### src/rtl/wishbone_pkg.sv
// rtl/wishbone_pkg.sv - shared Wishbone widths, arbiter state type and defaults
//
// Purpose: common constants and types for the Wishbone arbiter slice.
// Ports:   none (package).
package wishbone_pkg;

   localparam int WB_ADDR_W          = 24;
   localparam int WB_DATA_W          = 16;
   localparam int WB_TIMEOUT_DEFAULT = 255;

   typedef enum logic {
      IDLE    = 1'b0,
      GRANTED = 1'b1
   } arb_state_t;

   // Index width for a master count; one bit minimum so a lone master still has a register.
   function automatic int idx_width(input int n);
      return (n > 1) ? $clog2(n) : 1;
   endfunction

endpackage

### src/rtl/rr_picker.sv
// rtl/rr_picker.sv - combinational round-robin first-set search
//
// Purpose: pick the first set request bit after the previous winner, wrapping modulo N.
// Ports:
//   req    in  N      request vector
//   last   in  IDX_W  index of the previous winner
//   valid  out 1      at least one request is set
//   idx    out IDX_W  chosen index (0 when valid is low)
module rr_picker #(
   parameter int N     = 2,
   parameter int IDX_W = 1
) (
   input  logic [N-1:0]     req,
   input  logic [IDX_W-1:0] last,
   output logic             valid,
   output logic [IDX_W-1:0] idx
);

   int               cand_full;
   logic [IDX_W-1:0] cand;

   always_comb begin
      valid     = 1'b0;
      idx       = '0;
      cand_full = 0;
      cand      = '0;
      // Scan starts one past the previous winner, so that winner is considered last.
      for (int k = 1; k <= N; k++) begin
         cand_full = (int'(last) + k) % N;
         cand      = cand_full[IDX_W-1:0];
         if (!valid && req[cand]) begin
            valid = 1'b1;
            idx   = cand;
         end
      end
   end

endmodule

### src/rtl/wishbone_arbiter.sv
// rtl/wishbone_arbiter.sv - round-robin Wishbone classic arbiter with strobe watchdog
//
// Purpose: share one Wishbone slave between N_MASTERS masters, one grant per cyc envelope,
//          with a watchdog that error-terminates strobes the slave never acknowledges.
// Ports:
//   clk, rstN                      clock, asynchronous active-low reset
//   mCycI/mStbI/mWeI   in  N       per-master cycle, strobe, write enable
//   mAdrI              in  N*ADDR_W per-master address, master i at [i*ADDR_W +: ADDR_W]
//   mDatI              in  N*DATA_W per-master write data, same packing
//   mDatO              out DATA_W  read data broadcast to all masters
//   mAckO/mErrO        out N       per-master acknowledge / timeout error
//   sCycO/sStbO/sWeO   out 1       slave controls
//   sAdrO/sDatO        out         slave address / write data
//   sDatI/sAckI        in          slave read data / acknowledge
module wishbone_arbiter
   import wishbone_pkg::*;
#(
   parameter int N_MASTERS = 2,
   parameter int ADDR_W    = WB_ADDR_W,
   parameter int DATA_W    = WB_DATA_W,
   parameter int TIMEOUT   = WB_TIMEOUT_DEFAULT
) (
   input  logic                          clk,
   input  logic                          rstN,
   input  logic [N_MASTERS-1:0]          mCycI,
   input  logic [N_MASTERS-1:0]          mStbI,
   input  logic [N_MASTERS-1:0]          mWeI,
   input  logic [N_MASTERS*ADDR_W-1:0]   mAdrI,
   input  logic [N_MASTERS*DATA_W-1:0]   mDatI,
   output logic [DATA_W-1:0]             mDatO,
   output logic [N_MASTERS-1:0]          mAckO,
   output logic [N_MASTERS-1:0]          mErrO,
   output logic                          sCycO,
   output logic                          sStbO,
   output logic                          sWeO,
   output logic [ADDR_W-1:0]             sAdrO,
   output logic [DATA_W-1:0]             sDatO,
   input  logic [DATA_W-1:0]             sDatI,
   input  logic                          sAckI
);

   localparam int               IDX_W      = idx_width(N_MASTERS);
   localparam logic [IDX_W-1:0] LAST_RESET = IDX_W'(N_MASTERS - 1);
   localparam logic [15:0]      WD_LAST    = 16'(TIMEOUT - 1);

   arb_state_t             state, state_nxt;
   logic [IDX_W-1:0]       owner, owner_nxt;
   logic [IDX_W-1:0]       lastOwner, last_owner_nxt;
   logic [15:0]            wdCnt, wd_cnt_nxt;
   logic [N_MASTERS-1:0]   err_nxt;
   logic                   pick_valid;
   logic [IDX_W-1:0]       pick_idx;

   rr_picker #(
      .N     (N_MASTERS),
      .IDX_W (IDX_W)
   ) u_picker (
      .req   (mCycI),
      .last  (lastOwner),
      .valid (pick_valid),
      .idx   (pick_idx)
   );

   assign mDatO = sDatI;

   // Slave-side mux and ack routing; everything is zero outside a grant so an async
   // reset drops the bus in the same instant.
   always_comb begin
      sCycO = 1'b0;
      sStbO = 1'b0;
      sWeO  = 1'b0;
      sAdrO = '0;
      sDatO = '0;
      mAckO = '0;
      if (state == GRANTED) begin
         sCycO = mCycI[owner];
         // Strobe is withheld during the error cycle so the slave sees the transfer end.
         sStbO = mStbI[owner] & ~mErrO[owner];
         sWeO  = mWeI[owner];
         sAdrO = mAdrI[int'(owner)*ADDR_W +: ADDR_W];
         sDatO = mDatI[int'(owner)*DATA_W +: DATA_W];
         mAckO[owner] = sAckI & sStbO;
      end
   end

   always_comb begin
      state_nxt      = state;
      owner_nxt      = owner;
      last_owner_nxt = lastOwner;
      wd_cnt_nxt     = wdCnt;
      err_nxt        = '0;
      case (state)
         IDLE: begin
            wd_cnt_nxt = '0;
            if (pick_valid) begin
               owner_nxt = pick_idx;
               state_nxt = GRANTED;
            end
         end
         GRANTED: begin
            if (!mCycI[owner]) begin
               last_owner_nxt = owner;
               wd_cnt_nxt     = '0;
               state_nxt      = IDLE;
            end else if (sAckI || !sStbO) begin
               // An ack arriving on the expiry cycle wins over the timeout.
               wd_cnt_nxt = '0;
            end else if (wdCnt == WD_LAST) begin
               err_nxt[owner] = 1'b1;
               wd_cnt_nxt     = '0;
            end else begin
               wd_cnt_nxt = wdCnt + 16'd1;
            end
         end
         default: state_nxt = IDLE;
      endcase
   end

   always_ff @(posedge clk or negedge rstN) begin
      if (!rstN) begin
         state     <= IDLE;
         owner     <= '0;
         lastOwner <= LAST_RESET;
         wdCnt     <= '0;
         mErrO     <= '0;
      end else begin
         state     <= state_nxt;
         owner     <= owner_nxt;
         lastOwner <= last_owner_nxt;
         wdCnt     <= wd_cnt_nxt;
         mErrO     <= err_nxt;
      end
   end

endmodule

### config.mk
export PLATFORM = sky130hd
export DESIGN_NAME = wishbone_arbiter
export DESIGN_NICKNAME = d
export VERILOG_FILES = /design/src/rtl/wishbone_pkg.sv /design/src/rtl/rr_picker.sv /design/src/rtl/wishbone_arbiter.sv
export SDC_FILE = /design/constraint.sdc
export NUM_CORES = 1
export LEC_CHECK = 0
export CAP_MARGIN = 20
export CORE_MARGIN = 1.5
export CORE_UTILIZATION = 28
export CTS_BUF_LIST = sky130_fd_sc_hd__clkbuf_8 sky130_fd_sc_hd__clkbuf_16
export CTS_CLUSTER_SIZE = 30
export DETAILED_ROUTE_END_ITERATION = 10
export GPL_ROUTABILITY_DRIVEN = 0
export GPL_TIMING_DRIVEN = 0
export PLACE_DENSITY = 0.81
export SYNTH_ARGS = -nofsm -noshare
export SYNTH_HDL_FRONTEND = slang
export SYNTH_SLANG_ARGS = --single-unit
### constraint.sdc
create_clock -name clk -period 1.75 [get_ports clk]
set_input_delay 0.175 -clock clk [delete_from_list [all_inputs] [get_ports clk]]
set_output_delay 0.175 -clock clk [all_outputs]
set_load 0.01 [all_outputs]
* Word-level counts from Yosys, hierarchy flattened
Index checks and enable logic that the tools add are counted.
Word-level totals: input port bits 105, flip-flop bits (word level) 21
Cells by class: bitwise gates (word level) 6, $lt $le $gt $ge 4, reductions and logical operators 7, add/subtract/negate cells 3, muxes and demuxes 35, shift operators 2, multipliers 1, eq/ne operators 1
Operator list (number):
- 16-bit two-way mux | 4
- 48-bit by 7-bit variable part select with 24-bit output | 1
- 16-bit case mux with 2 select lines | 1
- 32-bit by 6-bit variable part select with 16-bit output | 1
- 24-bit two-way mux | 1
- 1-bit two-way mux | 22
- 16-bit by 1-bit adder with 16-bit output (second input constant) | 1
- 16-bit by 8-bit equality test with 1-bit output (second input constant) | 1
- 2-bit two-way mux | 5
- 1-bit by 2-bit < comparator with 1-bit output (second input constant) | 3
- 2-bit AND reduction | 2
- 1-bit by 2-bit multiplier with 3-bit output (second input constant) | 1
- 1-bit inverter | 3
- 1-bit adder (second input constant) | 2
- 1-bit bitwise AND | 2
- 2-bit bitwise AND | 1
- 1-bit logical AND | 2
- 1-bit zero test | 2
- 1-bit case mux with 2 select lines | 1
- 1-bit demux with 1-bit select | 1
- 1-bit >= comparator (second input constant) | 1
- 1-bit logical OR | 1

* Logic depth before layout (Yosys ltp)
depth in word-level cells 10, mapped depth 8, mapped depth without buffers 6

* Cells and area by module
A second synthesis with hierarchy kept.
Second synthesis, totals: cells, all modules 216, area, all modules 1788.0 sq um
Modules (own cells, without submodules):
- wishbone_arbiter | area each 1774.2 sq um, cells each 214, times used 1
- rr_picker | area each 13.8 sq um, cells each 2, times used 1

* Worst setup path after synthesis
Ideal clock, no wire load.
kind register -> register, from reg owner, to reg wdCnt[13], setup slack -0.239 ns, stages on the path, launching flop included 8, required time 1.681 ns, data arrival time 1.920 ns, clock period less this slack 1.989 ns, cell sequence dfrtp_1 > buf_6 > or3b_4 > a21oi_4 > or4b_1 > buf_2 > buf_12 > nor2_4
Between the ends: longest elaborated chain between the ends 10, elaborated cells on any way between the ends 14
RTL lines:
- start: declaration | RTL line wishbone_arbiter.sv:47 | logic [IDX_W-1:0] owner, owner_nxt;
- start signal: assignment | RTL line wishbone_arbiter.sv:128 | owner <= owner_nxt;
- 1-bit two-way mux (implied by the code) (2 in series) | RTL line wishbone_arbiter.sv:78 | sStbO = mStbI[owner] & ~mErrO[owner];
- 1-bit inverter | RTL line wishbone_arbiter.sv:78
- 1-bit bitwise AND * | RTL line wishbone_arbiter.sv:78
- 1-bit two-way mux * | RTL line wishbone_arbiter.sv:75 | if (state == GRANTED) begin
- via sStbO | RTL line wishbone_arbiter.sv:34 | output logic sStbO,
- 1-bit zero test * | RTL line wishbone_arbiter.sv:105 | end else if (sAckI || !sStbO) begin
- 1-bit logical OR * | RTL line wishbone_arbiter.sv:105
- 16-bit two-way mux * | RTL line wishbone_arbiter.sv:105
- 16-bit two-way mux * | RTL line wishbone_arbiter.sv:101 | if (!mCycI[owner]) begin
- 16-bit case mux with 2 select lines * | RTL line wishbone_arbiter.sv:92 | case (state)
- via wd_cnt_nxt[13] | RTL line wishbone_arbiter.sv:49 | logic [15:0] wdCnt, wd_cnt_nxt;
- end signal: assignment | RTL line wishbone_arbiter.sv:130 | wdCnt <= wd_cnt_nxt;
- end: declaration | RTL line wishbone_arbiter.sv:49
The timed path passes the listed nets; every way through them passes the cells marked *. The select of a mux whose other input is x is not followed. A chain may end at the register's enable or synchronous reset.

* Worst setup path after layout
from reg owner, to reg wdCnt[8]
Between the ends: longest elaborated chain between the ends 10, elaborated cells on any way between the ends 14
RTL lines (RTL line):
- 1-bit two-way mux (implied by the code) (2 in series) | wishbone_arbiter.sv:78
- 1-bit inverter | wishbone_arbiter.sv:78
- 1-bit bitwise AND | wishbone_arbiter.sv:78
- 1-bit two-way mux | wishbone_arbiter.sv:75
- 1-bit zero test | wishbone_arbiter.sv:105
- 1-bit logical OR | wishbone_arbiter.sv:105
- 16-bit two-way mux | wishbone_arbiter.sv:105
- 16-bit two-way mux * | wishbone_arbiter.sv:101
- 16-bit case mux with 2 select lines * | wishbone_arbiter.sv:92
- via wd_cnt_nxt[8] | wishbone_arbiter.sv:49
Marked as above.

==> impl_metrics.yaml <==
outcome:
  status: "finished with violations"
  violations: "setup timing"
grt:
  grt_max_degree: 22
  grt_pass1_wl_mm: 9.96
  grt_use_total_pct: 17.2
  met3_usage_pct: 3.05
  use_met1_pct: 20.0
  grt_pass1_vias: 2123
  met2_usage_pct: 31.1
  grt_overflow: 0
  antenna_found_initial: 0
  grt_busiest_layer: "met2"
logic_synthesis:
  ys_types: 33
  syn_area_um2: 1850
  syn-num-nets: 324
  synth.most_common_cell: "nor2_1"
  avgSynthCellArea_um2: 8.54
  synth_commonest_cells: "nor2_1, mux2i_1, dfrtp_1"
  synth_top_area_share_pct: 27.0
  syn_inst: 217
  synth_warnings: 0
  synth_top_flop_cell: "dfrtp_1"
  synth_enable_flop_cells: 0
  synthTopCellsByArea: "dfrtp_1, mux2i_1, nor2_1"
  synth_top_cell_by_area: "dfrtp_1"
  ys_seq_area_share_pct: 28.4
  async_flop_share_pct: 100
  ys_ff_latch: 21
clocking:
  postCtsHoldBufs: 0
  max-clock-path-buffers: 2
  clock_latency_ps: 260
  clk_pin_slew_worst_paths_ps: 80
  root_buffer: "clkbuf_8"
  cts_tree: "built"
  cts_buffers: 3
  clock-sinks: 21
  htree_levels: 1
cells_and_area:
  area_delta_synth_final_pct: 96.8
  drive_gt1_share_pct: 25.8
  nNetsFinal: 491
  fin_util_pct: 57.1
  fin_cells: 460
  antenna_cells: 0
worst_setup_path:
  worstPathCellList: "or3b_4 > a21oi_4 > or4b_4 > clkbuf_16 > nor2_4"
  crit_arrival_ps: 2100
  path_class: "reg -> reg"
  start_kind: "register"
  critPathMaxFanout: 5
  critPathCaptureType: "register"
  crit_required_ps: 1950
  cpMaxStageDelayCell: "or4b_4"
  critical-path-max-stage-delay_ps: 560
timing:
  finalMaxSlewViolations: 0
  fin_crit_sh_pct: 109
  postLayoutSetupSlackWorst_ps: -151
  timing.final.crit_period_ps: 1900
  setup_violations: 17
  worst_slew_pin_slew_ps: 933
  timing_hold_violations_final: 0
  tns_ps: -1940
  skew_ps: 2.71
  relSlewSlack_pct: 37.6
  fmax_mhz: 526
  grt_setup_unrepaired: "yes"
power_and_ir_drop:
  p_leak_nw: 1.60
  p_per_area_nw_per_um2: 799
  vdd_drop_max_uv: 634
die:
  die_x_um: 84.4
  boundaryPins: 168
  die_h_um: 84.4
  design.die.area_um2: 7110
  fp-row-count: 29
  initial_core_util_pct: 29.0
  core_um2: 6390
route:
  wl_per_cell_um: 14.4
  wirelength_mm: 6.63
  vias: 2121
  first_pass_iters: 4
  ant_nets: 0
  vias_per_cell: 4.61
  drc_errors: 0
  drt_iter0_markers: 76
placed_design:
  dp_hpwl_mm: 5.22
  placedCellCount: 445
  io_buffers: 151
worst_hold_path:
  hold_path_class: "in -> async"
job:
  drv_cap: 0
layout make-up:
cell class / count / area, um^2
Timing Repair Buffer: 164 / 1500
Fill cell: 571 / 2740
Clock inverter: 1 / 3.75
Tap cell: 77 / 96.3
Clock buffer: 3 / 41.3
Inverter: 5 / 18.8
Sequential cell: 21 / 527
Buffer: 27 / 270
Multi-Input combinational cell: 162 / 1180
kinds of logic after synthesis:
kind of cell,count (synthesis),synth area share [%]
AO/OA/AOI/OAI,5,2.23
XOR/XNOR,14,6.62
adder cells (fa/ha/maj),2,1.35
buffers and inverters,34,11.5
flip-flops,21,28.4
multiplexers,42,22.7
AND/OR/NAND/NOR,99,27.1
through the flow:
step	area, um^2	worst slack [ps]	hold slack (ps)	total power [mW]
finish	3650	-151	428	2.91
global route	3650	-198	506	3.08
CTS	3520	-161	463	2.67
detailed placement	3470	-607	453	2.46
global placement	3470	-594	430	2.43
floorplan	1860	-181	-121	1.54
where the power goes:
group          total [mW]  internal [mW]  switching (mW)
logic                2.04           1.13           0.908
clock network       0.322          0.157           0.165
registers           0.550          0.522          0.0286
total                2.91           1.81            1.10
registers in the layout, indices dropped and copies added (netlist names):
| signal | flops |
|---|---|
| mErrO | 2 |
| owner | 1 |
| state | 1 |
| lastOwner | 1 |
| wdCnt | 16 |
worst paths after layout:
check / startpoint / to / slack (ps) / cells after the start
max in group asynchronous: rstN / wdCnt[0]$_DFF_PN0_ / 750 / 1
min in group clk: state$_DFF_PN0_ / state$_DFF_PN0_ / 480 / 1
max: owner$_DFFE_PN0P_ / wdCnt[8]$_DFF_PN0_ / -150 / 5
min reg2reg: state$_DFF_PN0_ / state$_DFF_PN0_ / 480 / 1
max reg2reg: owner$_DFFE_PN0P_ / wdCnt[8]$_DFF_PN0_ / -150 / 5
min: rstN / wdCnt[11]$_DFF_PN0_ / 430 / 1
layout by cell type, fill, tap and decap left out, drive strengths merged, types with 2 or more instances in the layout:
cell type	instances
a21oi	2
clkdlybuf4s15	6
nor2	65
clkdlybuf4s50	106
dfrtp	20
mux2i	42
clkbuf	37
nor3	5
buf	35
ha	2
dlygate4sd2	10
nand2	9
xnor2	13
nand3	5
nand4	3
o21ai	2
inv	6
nor4	4
critical path: cells and delay by family (launching register included):
kind	cells	cell delay, ps
AOI/OAI and AO/OA	1	180
buffers and inverters	1	200
DFF	1	430
and+or+nand+nor	3	1030
layer usage:
metal	part of all wire [%]	up-vias
met5	0	-
met3	5.6	15
met4	2.5	0
met2	53	90
met1	39	974
li1	-	1042
timing repair:
action | in CTS | in global routing
setup buffers | 3 | 8
resized for setup | 75 | 92
endpoints found under the hold margin | 0 | 0
cloned | 0 | 2
setup endpoints to repair | 62 | 61
pin swaps | 4 | 5
No activity file was read; power rests on OpenSTA's default activity.
